## src/rtl/servo_ramp_pkg.sv

```systemverilog
// Shared constants for the Wishbone servo ramp block: channel/width defaults,
// register word indices and the sweep FSM state encoding.
package servo_ramp_pkg;

    localparam int NUM_CH_DEFAULT       = 8;
    localparam int DUTY_W_DEFAULT       = 16;
    localparam int MIN_PRESCALE_DEFAULT = 16;

    localparam logic [4:0] REG_TARGET0  = 5'd0;
    localparam logic [4:0] REG_STEP     = 5'd8;
    localparam logic [4:0] REG_PRESCALE = 5'd9;
    localparam logic [4:0] REG_STATUS   = 5'd10;
    localparam logic [4:0] REG_CUR0     = 5'd16;

    localparam logic [1:0] ST_IDLE  = 2'd0;
    localparam logic [1:0] ST_SWEEP = 2'd1;
    localparam logic [1:0] ST_LOAD  = 2'd2;

endpackage

```

## src/rtl/servo_ramp_step.sv

```systemverilog
// Combinational saturating step: moves cur toward tgt by at most step, never
// overshooting or wrapping. A zero step means jump straight to the target.
module servo_ramp_step
    import servo_ramp_pkg::*;
#(
    parameter int DUTY_W = DUTY_W_DEFAULT
) (
    input  logic [DUTY_W-1:0] i_cur,
    input  logic [DUTY_W-1:0] i_tgt,
    input  logic [DUTY_W-1:0] i_step,
    output logic [DUTY_W-1:0] o_next
);

    logic [DUTY_W:0] w_cur_x;
    logic [DUTY_W:0] w_tgt_x;
    logic [DUTY_W:0] w_up;
    logic [DUTY_W:0] w_floor;

    // One extra bit of headroom so the sum and the target+step bound cannot wrap.
    assign w_cur_x = {1'b0, i_cur};
    assign w_tgt_x = {1'b0, i_tgt};
    assign w_up    = w_cur_x + {1'b0, i_step};
    assign w_floor = w_tgt_x + {1'b0, i_step};

    always_comb begin
        o_next = i_cur;
        if (i_step == '0) begin
            o_next = i_tgt;
        end else if (i_cur < i_tgt) begin
            o_next = (w_up >= w_tgt_x) ? i_tgt : w_up[DUTY_W-1:0];
        end else if (i_cur > i_tgt) begin
            o_next = (w_cur_x <= w_floor) ? i_tgt : (i_cur - i_step);
        end
    end

endmodule

```

## src/rtl/wb_servo_ramp.sv

```systemverilog
// Wishbone slave that slew-limits per-channel PWM duty toward firmware targets.
// Define WB_SERVO_RAMP_IRQ_EN to build the ramp-complete interrupt.
module wb_servo_ramp
    import servo_ramp_pkg::*;
#(
    parameter int NUM_CH       = NUM_CH_DEFAULT,
    parameter int DUTY_W       = DUTY_W_DEFAULT,
    parameter int MIN_PRESCALE = MIN_PRESCALE_DEFAULT
) (
    input  logic                     clk,
    input  logic                     rst,
    input  logic [31:0]              wb_adr_i,
    input  logic [31:0]              wb_dat_i,
    output logic [31:0]              wb_dat_o,
    input  logic                     wb_we_i,
    input  logic                     wb_cyc_i,
    input  logic                     wb_stb_i,
    input  logic [3:0]               wb_sel_i,
    output logic                     wb_ack_o,
    output logic [NUM_CH*DUTY_W-1:0] duty_o,
    output logic                     duty_load_o,
    output logic                     irq_o
);

    localparam int                 CH_W        = $clog2(NUM_CH);
    localparam int                 PRESC_W     = 16;
    localparam logic [CH_W-1:0]    LAST_CH     = CH_W'(NUM_CH - 1);
    localparam logic [4:0]         TGT_LAST    = REG_TARGET0 + 5'(NUM_CH - 1);
    localparam logic [4:0]         CUR_LAST    = REG_CUR0 + 5'(NUM_CH - 1);
    localparam logic [PRESC_W-1:0] PRESC_FLOOR = PRESC_W'(MIN_PRESCALE);

    logic [DUTY_W-1:0]        r_tgt [NUM_CH];
    logic [DUTY_W-1:0]        r_cur [NUM_CH];
    logic [DUTY_W-1:0]        r_step;
    logic [PRESC_W-1:0]       r_presc;
    logic [PRESC_W-1:0]       r_cnt;
    logic [1:0]               r_state;
    logic [CH_W-1:0]          r_ch;
    logic                     r_ack;
    logic [31:0]              r_dat;
    logic [NUM_CH*DUTY_W-1:0] r_duty;
    logic                     r_load;

    logic [4:0]               w_idx;
    logic                     w_req;
    logic                     w_wr;
    logic                     w_tick;
    logic                     w_last;
    logic [PRESC_W-1:0]       w_term;
    logic [NUM_CH-1:0]        w_status;
    logic [31:0]              w_status_word;
    logic [31:0]              w_rdata;
    logic [DUTY_W-1:0]        w_next;
    logic [NUM_CH*DUTY_W-1:0] w_snap;
    logic                     w_irq;
    logic                     w_unused;

    assign w_idx    = wb_adr_i[6:2];
    assign w_req    = wb_cyc_i & wb_stb_i & ~r_ack;
    assign w_wr     = w_req & wb_we_i & (wb_sel_i == 4'hF);
    assign w_term   = (r_presc < PRESC_FLOOR) ? PRESC_FLOOR : r_presc;
    assign w_tick   = (r_cnt == w_term);
    assign w_last   = (r_state == ST_SWEEP) && (r_ch == LAST_CH);
    assign w_unused = ^{wb_adr_i[31:7], wb_adr_i[1:0], wb_dat_i[31:DUTY_W]};

    always_comb begin
        for (int i = 0; i < NUM_CH; i++) begin
            w_status[i] = (r_cur[i] != r_tgt[i]);
        end
    end

    assign w_status_word = {w_irq, {(31 - NUM_CH){1'b0}}, w_status};

    always_comb begin
        w_rdata = '0;
        if (w_idx <= TGT_LAST) begin
            w_rdata = 32'(r_tgt[w_idx[CH_W-1:0]]);
        end else if (w_idx >= REG_CUR0 && w_idx <= CUR_LAST) begin
            w_rdata = 32'(r_cur[w_idx[CH_W-1:0]]);
        end else if (w_idx == REG_STEP) begin
            w_rdata = 32'(r_step);
        end else if (w_idx == REG_PRESCALE) begin
            w_rdata = 32'(r_presc);
        end else if (w_idx == REG_STATUS) begin
            w_rdata = w_status_word;
        end
    end

    // A single stepper is shared across channels; the sweep feeds it one channel per cycle.
    servo_ramp_step #(
        .DUTY_W (DUTY_W)
    ) u_step (
        .i_cur  (r_cur[r_ch]),
        .i_tgt  (r_tgt[r_ch]),
        .i_step (r_step),
        .o_next (w_next)
    );

    always_comb begin
        for (int i = 0; i < NUM_CH; i++) begin
            w_snap[i*DUTY_W +: DUTY_W] = (CH_W'(i) == r_ch) ? w_next : r_cur[i];
        end
    end

    always_ff @(posedge clk or posedge rst) begin
        if (rst) begin
            r_ack <= 1'b0;
            r_dat <= '0;
        end else begin
            r_ack <= w_req;
            r_dat <= w_req ? w_rdata : '0;
        end
    end

    always_ff @(posedge clk or posedge rst) begin
        if (rst) begin
            r_step  <= '0;
            r_presc <= '1;
            for (int i = 0; i < NUM_CH; i++) begin
                r_tgt[i] <= '0;
            end
        end else if (w_wr) begin
            if (w_idx <= TGT_LAST) begin
                r_tgt[w_idx[CH_W-1:0]] <= wb_dat_i[DUTY_W-1:0];
            end
            if (w_idx == REG_STEP) begin
                r_step <= wb_dat_i[DUTY_W-1:0];
            end
            if (w_idx == REG_PRESCALE) begin
                r_presc <= wb_dat_i[PRESC_W-1:0];
            end
        end
    end

    always_ff @(posedge clk or posedge rst) begin
        if (rst) begin
            r_cnt <= '0;
        end else if ((w_wr && w_idx == REG_PRESCALE) || w_tick) begin
            r_cnt <= '0;
        end else begin
            r_cnt <= r_cnt + 1'b1;
        end
    end

    // The duty snapshot is taken on the edge into LOAD, substituting the last
    // channel's fresh step result, so duty_o and the strobe appear together.
    always_ff @(posedge clk or posedge rst) begin
        if (rst) begin
            r_state <= ST_IDLE;
            r_ch    <= '0;
            r_duty  <= '0;
            r_load  <= 1'b0;
            for (int i = 0; i < NUM_CH; i++) begin
                r_cur[i] <= '0;
            end
        end else begin
            r_load <= w_last;
            if (w_last) begin
                r_duty <= w_snap;
            end
            case (r_state)
                ST_IDLE: begin
                    if (w_tick) begin
                        r_state <= ST_SWEEP;
                        r_ch    <= '0;
                    end
                end
                ST_SWEEP: begin
                    r_cur[r_ch] <= w_next;
                    if (r_ch == LAST_CH) begin
                        r_state <= ST_LOAD;
                    end else begin
                        r_ch <= r_ch + 1'b1;
                    end
                end
                ST_LOAD: begin
                    r_state <= ST_IDLE;
                end
                default: begin
                    r_state <= ST_IDLE;
                end
            endcase
        end
    end

`ifdef WB_SERVO_RAMP_IRQ_EN
    logic r_busy_pre;
    logic r_irq;

    // Remember whether any channel was still ramping when the sweep began.
    always_ff @(posedge clk or posedge rst) begin
        if (rst) begin
            r_busy_pre <= 1'b0;
            r_irq      <= 1'b0;
        end else begin
            if (r_state == ST_IDLE && w_tick) begin
                r_busy_pre <= |w_status;
            end
            if (r_state == ST_LOAD && r_busy_pre && !(|w_status)) begin
                r_irq <= 1'b1;
            end else if (w_wr && w_idx == REG_STATUS) begin
                r_irq <= 1'b0;
            end
        end
    end

    assign w_irq = r_irq;
`else
    assign w_irq = 1'b0;
`endif

    assign wb_ack_o    = r_ack;
    assign wb_dat_o    = r_dat;
    assign duty_o      = r_duty;
    assign duty_load_o = r_load;
    assign irq_o       = w_irq;

endmodule

```

## config.mk

```make
export PLATFORM = sky130hd
export DESIGN_NAME = wb_servo_ramp
export DESIGN_NICKNAME = d
export VERILOG_FILES = /design/src/rtl/servo_ramp_pkg.sv /design/src/rtl/servo_ramp_step.sv /design/src/rtl/wb_servo_ramp.sv
export SDC_FILE = /design/constraint.sdc
export NUM_CORES = 1
export LEC_CHECK = 0
export CORE_UTILIZATION = 40
export CTS_BUF_LIST = sky130_fd_sc_hd__clkbuf_4 sky130_fd_sc_hd__clkbuf_8 sky130_fd_sc_hd__clkbuf_16
export CTS_CLUSTER_SIZE = 20
export DETAILED_ROUTE_END_ITERATION = 7
export GPL_TIMING_DRIVEN = 0
export PLACE_DENSITY = 0.58
export SETUP_SLACK_MARGIN = 0.05
export SKIP_CTS_REPAIR_TIMING = 1
export SLEW_MARGIN = 10
export SYNTH_ARGS = -nofsm -noshare
export SYNTH_HDL_FRONTEND = slang
export SYNTH_SLANG_ARGS = --single-unit
```

## constraint.sdc

```tcl
create_clock -name clk -period 52.9 [get_ports clk]
set_input_delay 13.225 -clock clk [delete_from_list [all_inputs] [get_ports clk]]
set_output_delay 13.225 -clock clk [all_outputs]
set_load 0.005 [all_outputs]
```

==> results of run 1 <==
## layer usage
metal | global-route usage, % | vias up
met1 | 49.2 | 12800
met2 | 61.1 | 1453
met3 | 9.47 | 363
met4 | 18.4 | 2
li1 | - | 10400
met5 | 0 | -
## placed cells by master, fill, tap and decap left out, types with 11 or more instances in the layout
cell	n
nor3b_1	16
o221ai_1	17
a211oi_1	33
nand2b_1	14
o21ai_0	295
a22oi_1	17
nand4_1	19
clkdlybuf4s50_1	159
xnor2_1	33
mux2i_1	14
or3_1	14
buf_4	26
o31ai_1	13
conb_1	17
o22ai_1	99
a21oi_1	139
mux2_2	146
inv_1	60
mux4_2	64
clkbuf_8	11
nor3_1	33
o22a_1	16
buf_2	25
dfrtp_1	439
clkbuf_1	147
nor2_1	81
and3_1	89
dfstp_2	16
nor4_1	76
nand2_1	318
clkbuf_16	51
xor2_1	159
ha_1	103
nand3_1	29
nor2b_1	11
## power by group through the flow
stage	logic (mW)	clock network, mW	registers, mW
4_1_cts	1.08	0.386	0.492
5_1_grt	1.18	0.399	0.495
3_5_place_dp	1.08	0	0.498
3_3_place_gp	1.05	0	0.498
6_report	1.12	0.382	0.496
2_1_floorplan	0.627	0	0.445
## worst max-delay path, stage by stage
cell and delay, ns:
clkdlybuf4s50_1 0.52, clkbuf_1 0.34, or3_1 0.18, clkbuf_1 0.59
clkbuf_1 0.72, o22ai_1 0.15, nor4_1 0.59, a211oi_1 0.37
a311oi_1 0.61
## worst max-delay path by stage
stage / cells past startpoint / slack (ns) / end / from
4_1_cts: 9 / 36.25 / wb_dat_o[4] / wb_adr_i[2]
6_report: 9 / 36.02 / wb_dat_o[4] / wb_adr_i[2]
2_1_floorplan: 1 / 27.02 / duty_load_o / rst
3_5_place_dp: 9 / 35.59 / wb_dat_o[4] / wb_adr_i[2]
5_1_grt: 9 / 36.05 / wb_dat_o[4] / wb_adr_i[2]
3_3_place_gp: 2 / 21.98 / duty_o[46] / rst
## area by class of cell
cell class | count | area, µm² | share of cell area, %
clock buffers | 72 | 1500 | 4.74
repair buffers | 166 | 1720 | 5.43
clock inverters | 21 | 303 | 0.954
well taps | 864 | 1080 | 3.41
multi-input cells | 2014 | 14500 | 45.8
inverters | 63 | 244 | 0.769
flip-flops and latches | 455 | 11400 | 35.9
diodes | 3 | 7.51 | 0.0237
plain buffers | 211 | 946 | 2.98
## state kept, by name, indices dropped and copies added (netlist names)
signal       cells
r_state          2
r_ch             3
r_cur          128
r_tgt          128
duty_o         128
r_step          16
duty_load_o      1
wb_dat_o        16
r_cnt           16
r_presc         16
wb_ack_o         1
## kinds of logic (layout without fill, tap and decap cells)
logic type | Yosys count | after routing | share of synthesized area, %
and+or+nand+nor | 729 | 729 | 13.1
AOI/OAI and AO/OA | 744 | 744 | 17.1
other | 1 | 20 | 0.0139
DFF | 455 | 455 | 42.2
muxes | 226 | 226 | 12.0
xor gates and xnor gates | 192 | 192 | 6.22
adders and majority gates | 106 | 106 | 4.99
buffers and inverters | 274 | 533 | 4.38
==> flow_results.xml, run 1 <==
<?xml version="1.0" encoding="UTF-8"?>
<metrics>
  <group name="status">
    <metric name="status" unit="">finished, final reports clean</metric>
  </group>
  <group name="final_layout">
    <metric name="n_fill_cell" unit="">6379</metric>
    <metric name="final_cell_count_no_fill" unit="">3869</metric>
    <metric name="final_core_util" unit="%">47.8</metric>
    <metric name="layout.nets" unit="">3141</metric>
    <metric name="drive_gt1_share" unit="%">14.3</metric>
    <metric name="area_delta_synth_final" unit="%">17.5</metric>
    <metric name="final_design_area_no_fill" unit="µm²">31700</metric>
  </group>
  <group name="min_path">
    <metric name="whs_endpoint" unit="">duty_o[127]</metric>
    <metric name="worstHoldPathCells" unit="">2</metric>
    <metric name="hp-start" unit="">duty_o[127]</metric>
    <metric name="hold_class" unit="">flop to flop</metric>
  </group>
  <group name="sta">
    <metric name="rsz0062_at_grt" unit="">false</metric>
    <metric name="finalCritPeriodShare" unit="%">31.9</metric>
    <metric name="setup_slack_of_the_critical_path_after_layout" unit="ns">36.02</metric>
    <metric name="max_freq" unit="MHz">59.3</metric>
    <metric name="holdWs" unit="ns">0.483</metric>
    <metric name="hold_viol" unit="">0</metric>
    <metric name="final.setup_skew" unit="ns">0.0576</metric>
    <metric name="transition_time_at_the_pin_with_the_least_slew_margin" unit="ns">1.30</metric>
    <metric name="final-max-slew-violation-count" unit="">0</metric>
    <metric name="setup_total_neg_slack" unit="ns">0</metric>
    <metric name="setup_viol" unit="">0</metric>
    <metric name="relative_slew_slack" unit="%">10.6</metric>
    <metric name="min_period" unit="ns">16.88</metric>
  </group>
  <group name="clock_network">
    <metric name="ctsRootBufferMaster" unit="">clkbuf_16</metric>
    <metric name="clk-insertion-delay-late" unit="ns">0.64</metric>
    <metric name="clock_tree_from_tritoncts" unit="">yes</metric>
    <metric name="clkSlewWorstSetupHoldPaths" unit="ns">0.06</metric>
    <metric name="cts_inserted_buffers" unit="">51</metric>
    <metric name="clk_path_buf_depth" unit="">3</metric>
    <metric name="clock_sinks" unit="">455</metric>
    <metric name="htree_levels" unit="">2</metric>
  </group>
  <group name="grt">
    <metric name="via_count_of_the_first_global_routing_pass" unit="">24500</metric>
    <metric name="gr-usage-all-layers" unit="%">38.5</metric>
    <metric name="grt_first_pass_wirelength" unit="µm">184000</metric>
    <metric name="grt_antenna_before_repair" unit="">8</metric>
    <metric name="grt_start_max_net_pins" unit="">123</metric>
    <metric name="grt-ovfl-total" unit="">0</metric>
  </group>
  <group name="detailed_routing">
    <metric name="vias_after_detailed_routing" unit="">25100</metric>
    <metric name="drtPass1Iterations" unit="">6</metric>
    <metric name="final_antenna_net_count" unit="">0</metric>
    <metric name="drt_wl_total" unit="µm">132000</metric>
    <metric name="highest-signal-layer" unit="">met5</metric>
    <metric name="dr_wl_met2" unit="µm">60500</metric>
    <metric name="drt_first_iter_violations" unit="">3254</metric>
    <metric name="drcViolationCount" unit="">0</metric>
    <metric name="via_per_inst" unit="">6.47</metric>
    <metric name="mean_routed_wirelength_per_cell" unit="µm">34.1</metric>
    <metric name="length_of_routed_met3_wiring" unit="µm">12200</metric>
    <metric name="routedLengthMet1" unit="µm">52300</metric>
  </group>
  <group name="power">
    <metric name="p_switching" unit="mW">1.04</metric>
    <metric name="power_per_cell_area" unit="nW/µm²">62.8</metric>
    <metric name="report.power.total" unit="mW">1.99</metric>
    <metric name="sw_frac_of_total" unit="%">52.0</metric>
    <metric name="vdd.ir_drop.worst" unit="mV">0.0450</metric>
    <metric name="cell_internal_pwr" unit="mW">0.957</metric>
    <metric name="seq_power_share" unit="%">24.9</metric>
    <metric name="clock_power_share" unit="%">19.2</metric>
    <metric name="power.leakage" unit="nW">14.8</metric>
    <metric name="share_comb_of_total_power" unit="%">56.0</metric>
  </group>
  <group name="critical_path">
    <metric name="critical_path_arrival" unit="ns">17.34</metric>
    <metric name="critical_path_type" unit="">primary input to flop</metric>
    <metric name="timing.reg2reg.worst_path_depth" unit="">28</metric>
    <metric name="critical_path.reg2reg.endpoint" unit="">duty_o[40]</metric>
    <metric name="regToRegSetupSlack" unit="ns">43.96</metric>
    <metric name="worstSetupEndpointType" unit="">flop</metric>
    <metric name="worst_setup_sp_type" unit="">primary input</metric>
    <metric name="critical_path_required" unit="ns">53.36</metric>
    <metric name="critical_path.max_fanout" unit="">10</metric>
    <metric name="r2r_start" unit="">r_ch[1]</metric>
  </group>
  <group name="synth">
    <metric name="synthesized_cell_area" unit="µm²">27000</metric>
    <metric name="post_synth.cell_area_avg" unit="µm²">9.91</metric>
    <metric name="synth_largest_type_area_fraction" unit="%">40.7</metric>
    <metric name="netlist_top_cells_count" unit="">dfrtp_1, nand2_1, o21ai_0</metric>
    <metric name="async_flop_share" unit="%">100</metric>
    <metric name="syn-instance-count" unit="">2727</metric>
    <metric name="synth_cell_types" unit="">88</metric>
    <metric name="ys_dominant_reg_cell" unit="">dfrtp_1</metric>
    <metric name="ys_ff_latch" unit="">455</metric>
    <metric name="synth_top_area_cell" unit="">dfrtp_1</metric>
    <metric name="yosys.cell_count.top_type" unit="">dfrtp_1</metric>
    <metric name="seq_total_area_yosys" unit="%">42.2</metric>
    <metric name="yosys_warnings" unit="">0</metric>
    <metric name="synth_enable_flop_cells" unit="">0</metric>
    <metric name="synth_area_leaders" unit="">dfrtp_1, mux2_2, o21ai_0</metric>
  </group>
  <group name="placed_design">
    <metric name="post-place-cells" unit="">3773</metric>
    <metric name="setup_slack_placement" unit="ns">35.59</metric>
    <metric name="port_buffers" unit="">159</metric>
    <metric name="place_congestion" unit="">1.10</metric>
    <metric name="post_dp_cell_area" unit="µm²">29900</metric>
    <metric name="detailed_place_hpwl" unit="µm">104000</metric>
  </group>
  <group name="floorplanning">
    <metric name="dieArea" unit="µm²">68600</metric>
    <metric name="ioPinCount" unit="">236</metric>
    <metric name="chipWidth" unit="µm">262</metric>
    <metric name="die_h" unit="µm">262</metric>
    <metric name="core_region_area" unit="µm²">66300</metric>
    <metric name="floorplan.initialDensity" unit="%">40.7</metric>
    <metric name="placement_rows" unit="">94</metric>
  </group>
  <group name="flow_run">
    <metric name="cap_viol_max_count" unit="">0</metric>
  </group>
</metrics>
(Power assumes the default switching activity.)
==> run 2, diff against run 1 <==
==> constraint.sdc (replaced) <==
create_clock -name clk -period 16.7 [get_ports clk]
set_input_delay 4.175 -clock clk [delete_from_list [all_inputs] [get_ports clk]]
set_output_delay 4.175 -clock clk [all_outputs]
set_load 0.005 [all_outputs]
==> run 2 against run 1 <==
Net effect: sequential share of layout area is 0.32 points lower; critical endpoint is now duty_o[52]; clock skew grew 0.030 ns; clock power grew to 3.3 times the previous value; first-iteration DRC count is 7.3% lower; combinational power rose to 3.2 times the previous value; utilization rose by 0.43 points; setup slack got worse by 28 ns.
==> flow_results.xml, run 2 (synthesis gave the netlist of run 1 again) <==
<?xml version="1.0" encoding="UTF-8"?>
<metrics>
  <group name="power">
    <metric name="sw_frac_of_total" unit="%">51.7</metric>
    <metric name="power_per_cell_area" unit="nW/µm²">200</metric>
    <metric name="cell_internal_pwr" unit="mW">3.09</metric>
    <metric name="power.leakage" unit="nW">14.9</metric>
    <metric name="vdd.ir_drop.worst" unit="mV">0.154</metric>
    <metric name="p_switching" unit="mW">3.31</metric>
    <metric name="seq_power_share" unit="%">24.6</metric>
    <metric name="clock_power_share" unit="%">19.8</metric>
    <metric name="share_comb_of_total_power" unit="%">55.5</metric>
  </group>
  <group name="critical_path">
    <metric name="endpoint" unit="">duty_o[52]</metric>
    <metric name="cp.buffers_inverters" unit="">5</metric>
    <metric name="worstSetupEndpointType" unit="">flop</metric>
    <metric name="critical_path.top_delay_family" unit="">compound AO/OA/AOI/OAI gates</metric>
    <metric name="critical_path.reg2reg.endpoint" unit="">duty_o[52]</metric>
    <metric name="critical_path.max_fanout" unit="">10</metric>
    <metric name="worst_setup_sp_type" unit="">flop</metric>
    <metric name="critical_path_type" unit="">flop to flop</metric>
    <metric name="critical-path-slowest-cell" unit="">a221oi_2</metric>
    <metric name="r2r_start" unit="">r_ch[2]</metric>
    <metric name="timing.reg2reg.worst_path_depth" unit="">26</metric>
    <metric name="cp_common_cell" unit="">clkbuf_1</metric>
    <metric name="critical_path.startpoint" unit="">r_ch[2]</metric>
    <metric name="max_stage_delay" unit="ns">0.93</metric>
    <metric name="critical_path_arrival" unit="ns">9.30</metric>
    <metric name="critical_path_cell_count" unit="">26</metric>
    <metric name="regToRegSetupSlack" unit="ns">7.88</metric>
    <metric name="critical_path_required" unit="ns">17.18</metric>
  </group>
  <group name="sta">
    <metric name="rsz0062_at_grt" unit="">false</metric>
    <metric name="setup_total_neg_slack" unit="ns">0</metric>
    <metric name="max_freq" unit="MHz">113</metric>
    <metric name="setup_viol" unit="">0</metric>
    <metric name="final.setup_skew" unit="ns">0.0880</metric>
    <metric name="min_period" unit="ns">8.82</metric>
    <metric name="relative_slew_slack" unit="%">6.51</metric>
    <metric name="finalCritPeriodShare" unit="%">52.8</metric>
    <metric name="hold_viol" unit="">0</metric>
    <metric name="transition_time_at_the_pin_with_the_least_slew_margin" unit="ns">1.39</metric>
    <metric name="final-max-slew-violation-count" unit="">0</metric>
    <metric name="setup_slack_of_the_critical_path_after_layout" unit="ns">7.88</metric>
  </group>
  <group name="detailed_routing">
    <metric name="mean_routed_wirelength_per_cell" unit="µm">34.6</metric>
    <metric name="drt_wl_total" unit="µm">134000</metric>
    <metric name="via_per_inst" unit="">6.46</metric>
    <metric name="drt_first_iter_violations" unit="">3016</metric>
    <metric name="vias_after_detailed_routing" unit="">25100</metric>
    <metric name="drcViolationCount" unit="">0</metric>
    <metric name="final_antenna_net_count" unit="">0</metric>
    <metric name="drtPass1Iterations" unit="">6</metric>
  </group>
  <group name="placed_design">
    <metric name="setup_slack_placement" unit="ns">8.11</metric>
    <metric name="place_congestion" unit="">1.05</metric>
    <metric name="detailed_place_hpwl" unit="µm">107000</metric>
    <metric name="port_buffers" unit="">159</metric>
  </group>
  <group name="grt">
    <metric name="grt_start_max_net_pins" unit="">42</metric>
    <metric name="gr-usage-all-layers" unit="%">39.3</metric>
    <metric name="grt_first_pass_wirelength" unit="µm">187000</metric>
    <metric name="grt-ovfl-total" unit="">0</metric>
    <metric name="grt_antenna_before_repair" unit="">7</metric>
    <metric name="via_count_of_the_first_global_routing_pass" unit="">24400</metric>
  </group>
  <group name="clock_network">
    <metric name="clock_tree_from_tritoncts" unit="">yes</metric>
    <metric name="clock_sinks" unit="">455</metric>
    <metric name="htree_levels" unit="">2</metric>
    <metric name="clk_path_buf_depth" unit="">3</metric>
    <metric name="cts_inserted_buffers" unit="">50</metric>
    <metric name="clkSlewWorstSetupHoldPaths" unit="ns">0.06</metric>
    <metric name="clk-insertion-delay-late" unit="ns">0.66</metric>
    <metric name="ctsRootBufferMaster" unit="">clkbuf_16</metric>
  </group>
  <group name="final_layout">
    <metric name="area_delta_synth_final" unit="%">18.5</metric>
    <metric name="layout.area.seq" unit="µm²">11400</metric>
    <metric name="layout_common_cells" unit="">dfrtp_1, nand2_1, o21ai_0</metric>
    <metric name="multiInputGateArea" unit="µm²">14500</metric>
    <metric name="layout_commonest_cell" unit="">dfrtp_1</metric>
    <metric name="drive_gt1_share" unit="%">14.7</metric>
    <metric name="layout.nets" unit="">3149</metric>
    <metric name="n_fill_cell" unit="">6182</metric>
  </group>
  <group name="flow_run">
    <metric name="cap_viol_max_count" unit="">0</metric>
  </group>
  <group name="floorplanning">
    <metric name="chipWidth" unit="µm">262</metric>
    <metric name="core_region_area" unit="µm²">66300</metric>
    <metric name="die_h" unit="µm">262</metric>
    <metric name="ioPinCount" unit="">236</metric>
    <metric name="floorplan.initialDensity" unit="%">40.7</metric>
    <metric name="placement_rows" unit="">94</metric>
    <metric name="dieArea" unit="µm²">68600</metric>
  </group>
  <group name="min_path">
    <metric name="hold_class" unit="">flop to flop</metric>
  </group>
  <group name="status">
    <metric name="status" unit="">finished, final reports clean</metric>
  </group>
</metrics>
==> run 2: power by group through the flow <==
stage | Combinational (mW) | Sequential [mW] | Clock (mW)
global placement | 3.36 | 1.59 | 0
detailed placement | 3.42 | 1.58 | 0
CTS | 3.44 | 1.56 | 1.28
finish | 3.56 | 1.58 | 1.27
global route | 3.75 | 1.57 | 1.32
floorplan | 1.99 | 1.41 | 0
==> run 2: metal layers <==
metal,routed length (µm),vias to the layer above,global-route usage [%]
met5,76,-,0.417
met4,7270,8,18.2
li1,-,10400,-
met2,61400,1507,62.1
met1,53000,12800,50.2
met3,12700,379,10.4
==> run 2: final cells by class <==
| class | count | share of cell area [%] |
|---|---|---|
| repair buffers | 175 | 5.94 |
| well taps | 864 | 3.38 |
| inverters | 63 | 0.750 |
| clock buffers | 70 | 4.57 |
| multi-input cells | 2014 | 45.4 |
| clock inverters | 24 | 1.34 |
| flip-flops and latches | 455 | 35.6 |
| diodes | 7 | 0.0547 |
| plain buffers | 211 | 2.95 |
==> run 2: worst min path at each step <==
stage | startpoint | depth (start not counted) | slack (ns) | to
floorplan | duty_o[110] | 2 | 0.47 | duty_o[110]
global placement | duty_o[118] | 2 | 0.47 | duty_o[118]
detailed placement | duty_o[127] | 2 | 0.47 | duty_o[127]
CTS | duty_o[127] | 2 | 0.48 | duty_o[127]
global route | duty_o[14] | 2 | 0.52 | duty_o[14]
finish | duty_o[127] | 2 | 0.48 | duty_o[127]
==> run 2: through the flow <==
stage                     instances  hold slack (ns)  power (mW)  cell area (µm²)  utilization, %
after global placement         3766            0.475        4.95            29800            44.9
after detailed placement       3782            0.470        5.00            30100            45.4
after CTS                      3876            0.484        6.28            32000            48.2
after floorplan                2743            0.473        3.40            27100               -
final                          3883            0.477        6.41            32000            48.3
after global routing           3876            0.522        6.65            32000            48.2
==> run 2: worst register-to-register path: stages, from the launching register on <==
cell,delay (ns)
dfrtp_1,0.37
clkbuf_1,0.41
clkbuf_1,0.79
clkbuf_1,0.65
mux4_2,0.40
nand2_1,0.08
nand2_1,0.24
ha_1,0.32
fa_1,0.47
a211oi_2,0.28
o21ai_1,0.12
a31oi_1,0.33
o211a_1,0.27
or2_2,0.15
xor2_1,0.07
ha_1,0.32
nand4_1,0.16
a2111oi_0,0.45
o31ai_1,0.17
a211oi_2,0.29
o41ai_4,0.21
buf_6,0.20
nand2_1,0.08
o311ai_0,0.22
a221oi_2,0.93
clkbuf_1,0.56
o21ai_0,0.21
==> edit (config.mk and constraints of run 2) <==
Take the reset off `r_dat` and load it in a clocked block of its own.
--- a/src/rtl/wb_servo_ramp.sv
+++ b/src/rtl/wb_servo_ramp.sv
@@ -105,11 +105,13 @@
     always_ff @(posedge clk or posedge rst) begin
         if (rst) begin
             r_ack <= 1'b0;
-            r_dat <= '0;
         end else begin
             r_ack <= w_req;
-            r_dat <= w_req ? w_rdata : '0;
-        end
+        end
+    end
+
+    always_ff @(posedge clk) begin
+        r_dat <= w_req ? w_rdata : '0;
     end
 
     always_ff @(posedge clk or posedge rst) begin
Function: changed (a bounded check fails within 4 cycles, from zero or initial values and one cycle with rst high).
==> edit against run 2 <==
Sequential share of layout area is 0.83 points lower. Combinational power is essentially flat. First-iteration DRC count fell by 19%. Clock power shrank 3%. Fmax decreased by 8.9%. Non-clock buffer count fell by 12. Setup slack worse by 0.86 ns. Sequential cell count did not move. Wire length rose by 1.8%. Area after synthesis is 2.5% higher. Final cell count up 2.0%. Design area grew 1.7%. Total power about the same. Largest cell class unchanged.
==> edit: results (changes against run 2) <==
The flow ran to the end, and the final reports show no timing, DRC or antenna violations. The average wire length per cell after detail routing came out at 34.6 um (-0.14%). The highest fanout seen on the critical path is 10 (unchanged), and the static leakage is 15.0 nW (+0.46%).

The count of yosys warnings during synthesis is 0 (unchanged), and the fraction of layout cells with a size suffix above 1 is 0.163 (+0.0161). The commonest cells after synthesis are sky130_fd_sc_hd__dfrtp_1, sky130_fd_sc_hd__nand2_1, sky130_fd_sc_hd__o21ai_0. The compound-gate portion of the synthesized area came out at 0.145 (-0.0255). The maximum number of pins on one net before global-route repair came out at 112 (+170%).

The master of the slowest instance on the critical path was sky130_fd_sc_hd__a2111oi_0. The data arrival time of the critical path came out at 10.15 ns (+0.85 ns). The fraction of synthesis flops using an asynchronous set or reset pin was 0.965 (-0.0352). The run gives 82 (-6.8%) as the number of different library cells in the post-synthesis netlist.

The post-route clock skew is 0.0576 ns (-0.0304 ns). In the synthesized netlist the dominant register cell turns out to be sky130_fd_sc_hd__dfrtp_1. The sum of net half-perimeters after detailed placement was 109000 um (+1.9%).

Initial antenna violation count: 3 (-4). Final weighted congestion in routability-driven placement: 1.04 (-1.8%). After clock tree synthesis, the clock-pin slew on the worst setup and hold paths is 0.07 ns. The stage delay of the slowest cell on the critical path was 1.02 ns (+0.09 ns). The number of buffers inserted during clock tree synthesis came out at 52 (+4.0%).

For the insertion delay of the later-clocked pin in the worst-skew pair, the log shows 0.65 ns. The clock tree buffer depth was 3 (unchanged). The final count of negative-setup-slack endpoints was 0 (unchanged). The multiplexer share of the synthesized area is 0.166 (+0.0462), and the xor-xnor portion of the synthesized cell area is 0.0598 (-0.00248). The tools report the final net count as 3163 (+0.44%). Worst reg-to-reg path cell count: 24 (-7.7%). CTS placed an instance of sky130_fd_sc_hd__clkbuf_16 at the clock tree root.

In the post-synthesis netlist, the biggest area contributors are sky130_fd_sc_hd__dfrtp_1, sky130_fd_sc_hd__mux4_2, sky130_fd_sc_hd__mux2_2, sky130_fd_sc_hd__o21ai_0, sky130_fd_sc_hd__xor2_1. The maximum level of the CTS H-tree came out at 2 (unchanged). The logs give 24535 (+0.69%) for the via count of the first global-routing pass and 0 (unchanged) for the total count of max-transition violations in the final report. The post-synthesis sequential area ratio is 0.409 (-0.0133), and the area after detailed placement is 30700 sq um (+2.1%).

The tools report the worst IR drop on VDD as 138 uV (-11%). The number of detailed-route iterations in the first pass was 6 (unchanged). The initial detailed-routing violation count is 2442 (-19%), and the average vias per placed instance is 6.30 (-2.5%). The path class of the tightest hold or removal check is flop to flop.

The global-route wire length before repair came out at 189000 um (+1.0%). The worst hold path cell count is 2 (unchanged). Count of buffers from port buffering: 157 (-1.3%). The fraction of the mapped netlist area in adder cells is 0.0492 (-0.000775), and the filler cell count in the final layout is 6436 (+4.1%). The run gives 0.387 (-0.00636) as the all-layer global routing usage. The headroom to the max-slew limit came out at 0.102 (+0.0370).
==> edit: cell types whose count changed after synthesis, moves of 18 or more <==
cell and change:
sky130_fd_sc_hd__mux2i_1 +19, sky130_fd_sc_hd__o21ai_1 +18, sky130_fd_sc_hd__mux2_2 +22, sky130_fd_sc_hd__o22ai_1 -91
sky130_fd_sc_hd__nor4_1 -29, sky130_fd_sc_hd__nor2_1 +20, sky130_fd_sc_hd__mux4_2 +41
==> edit: worst paths after layout <==
path / start / end / slack, ns
worst min register to register: duty_o[117] / duty_o[117] / 0.49
worst min-delay path: duty_o[117] / duty_o[117] / 0.49
worst max register to register: r_ch[2] / duty_o[35] / 7.03
min in group asynchronous: rst / duty_o[69] / 3.94
max in group asynchronous: rst / r_presc[11] / 11.28
worst max-delay path: r_ch[2] / duty_o[35] / 7.03
==> edit: per-layer routing <==
metal	vias up	global-route usage	share of wire	wire, um
met1	12774	0.487	0.39	53900
met2	1383	0.624	0.46	63500
met5	-	0	0	0
li1	10457	-	-	-
met4	0	0.222	0.064	8810
met3	337	0.0729	0.078	10700
==> edit: layout make-up <==
cell class	count	area share
buffer	205	0.0282
tap	931	0.0358
clock buffer	65	0.0441
inverter	63	0.00749
antenna	1	0.0000769
timing repair buffer	169	0.0542
multi-input combinational	2037	0.470
clock inverter	33	0.0121
sequential	455	0.348
==> edit: where the power goes <==
| group | switching (mW) | total (mW) | internal (mW) |
|---|---|---|---|
| Clock | 0.522 | 1.23 | 0.711 |
| Sequential | 0.315 | 1.60 | 1.29 |
| Combinational | 2.45 | 3.57 | 1.12 |
==> edit: stage by stage <==
step	std cells	utilization	setup slack, ns	TNS, ns
after detailed placement	3860	0.448	7.33	0
after floorplan	2760	-	0.321	0
after global routing	3958	0.475	6.81	0
final	3959	0.475	7.03	0
after CTS	3958	0.475	7.29	0
after global placement	3848	0.445	-5.32	-2223.09
==> edit: logic make-up (layout without fill, tap and decap cells) <==
group,Yosys count,in the layout
AND/OR/NAND/NOR,746,746
flip-flops,455,455
other,1,18
multiplexers,308,308
buffers and inverters,268,535
AO/OA/AOI/OAI,670,670
adder cells (fa/ha/maj),107,107
XOR/XNOR,189,189
==> edit: worst max-delay path, delay by kind of cell, from the launching register on <==
| family | cells | cell delay (ns) |
|---|---|---|
| fa+ha+maj | 2 | 0.54 |
| mux | 1 | 0.34 |
| buf+inv | 5 | 2.83 |
| simple gates | 6 | 1.20 |
| compound gates | 10 | 4.13 |
| flops | 1 | 0.37 |
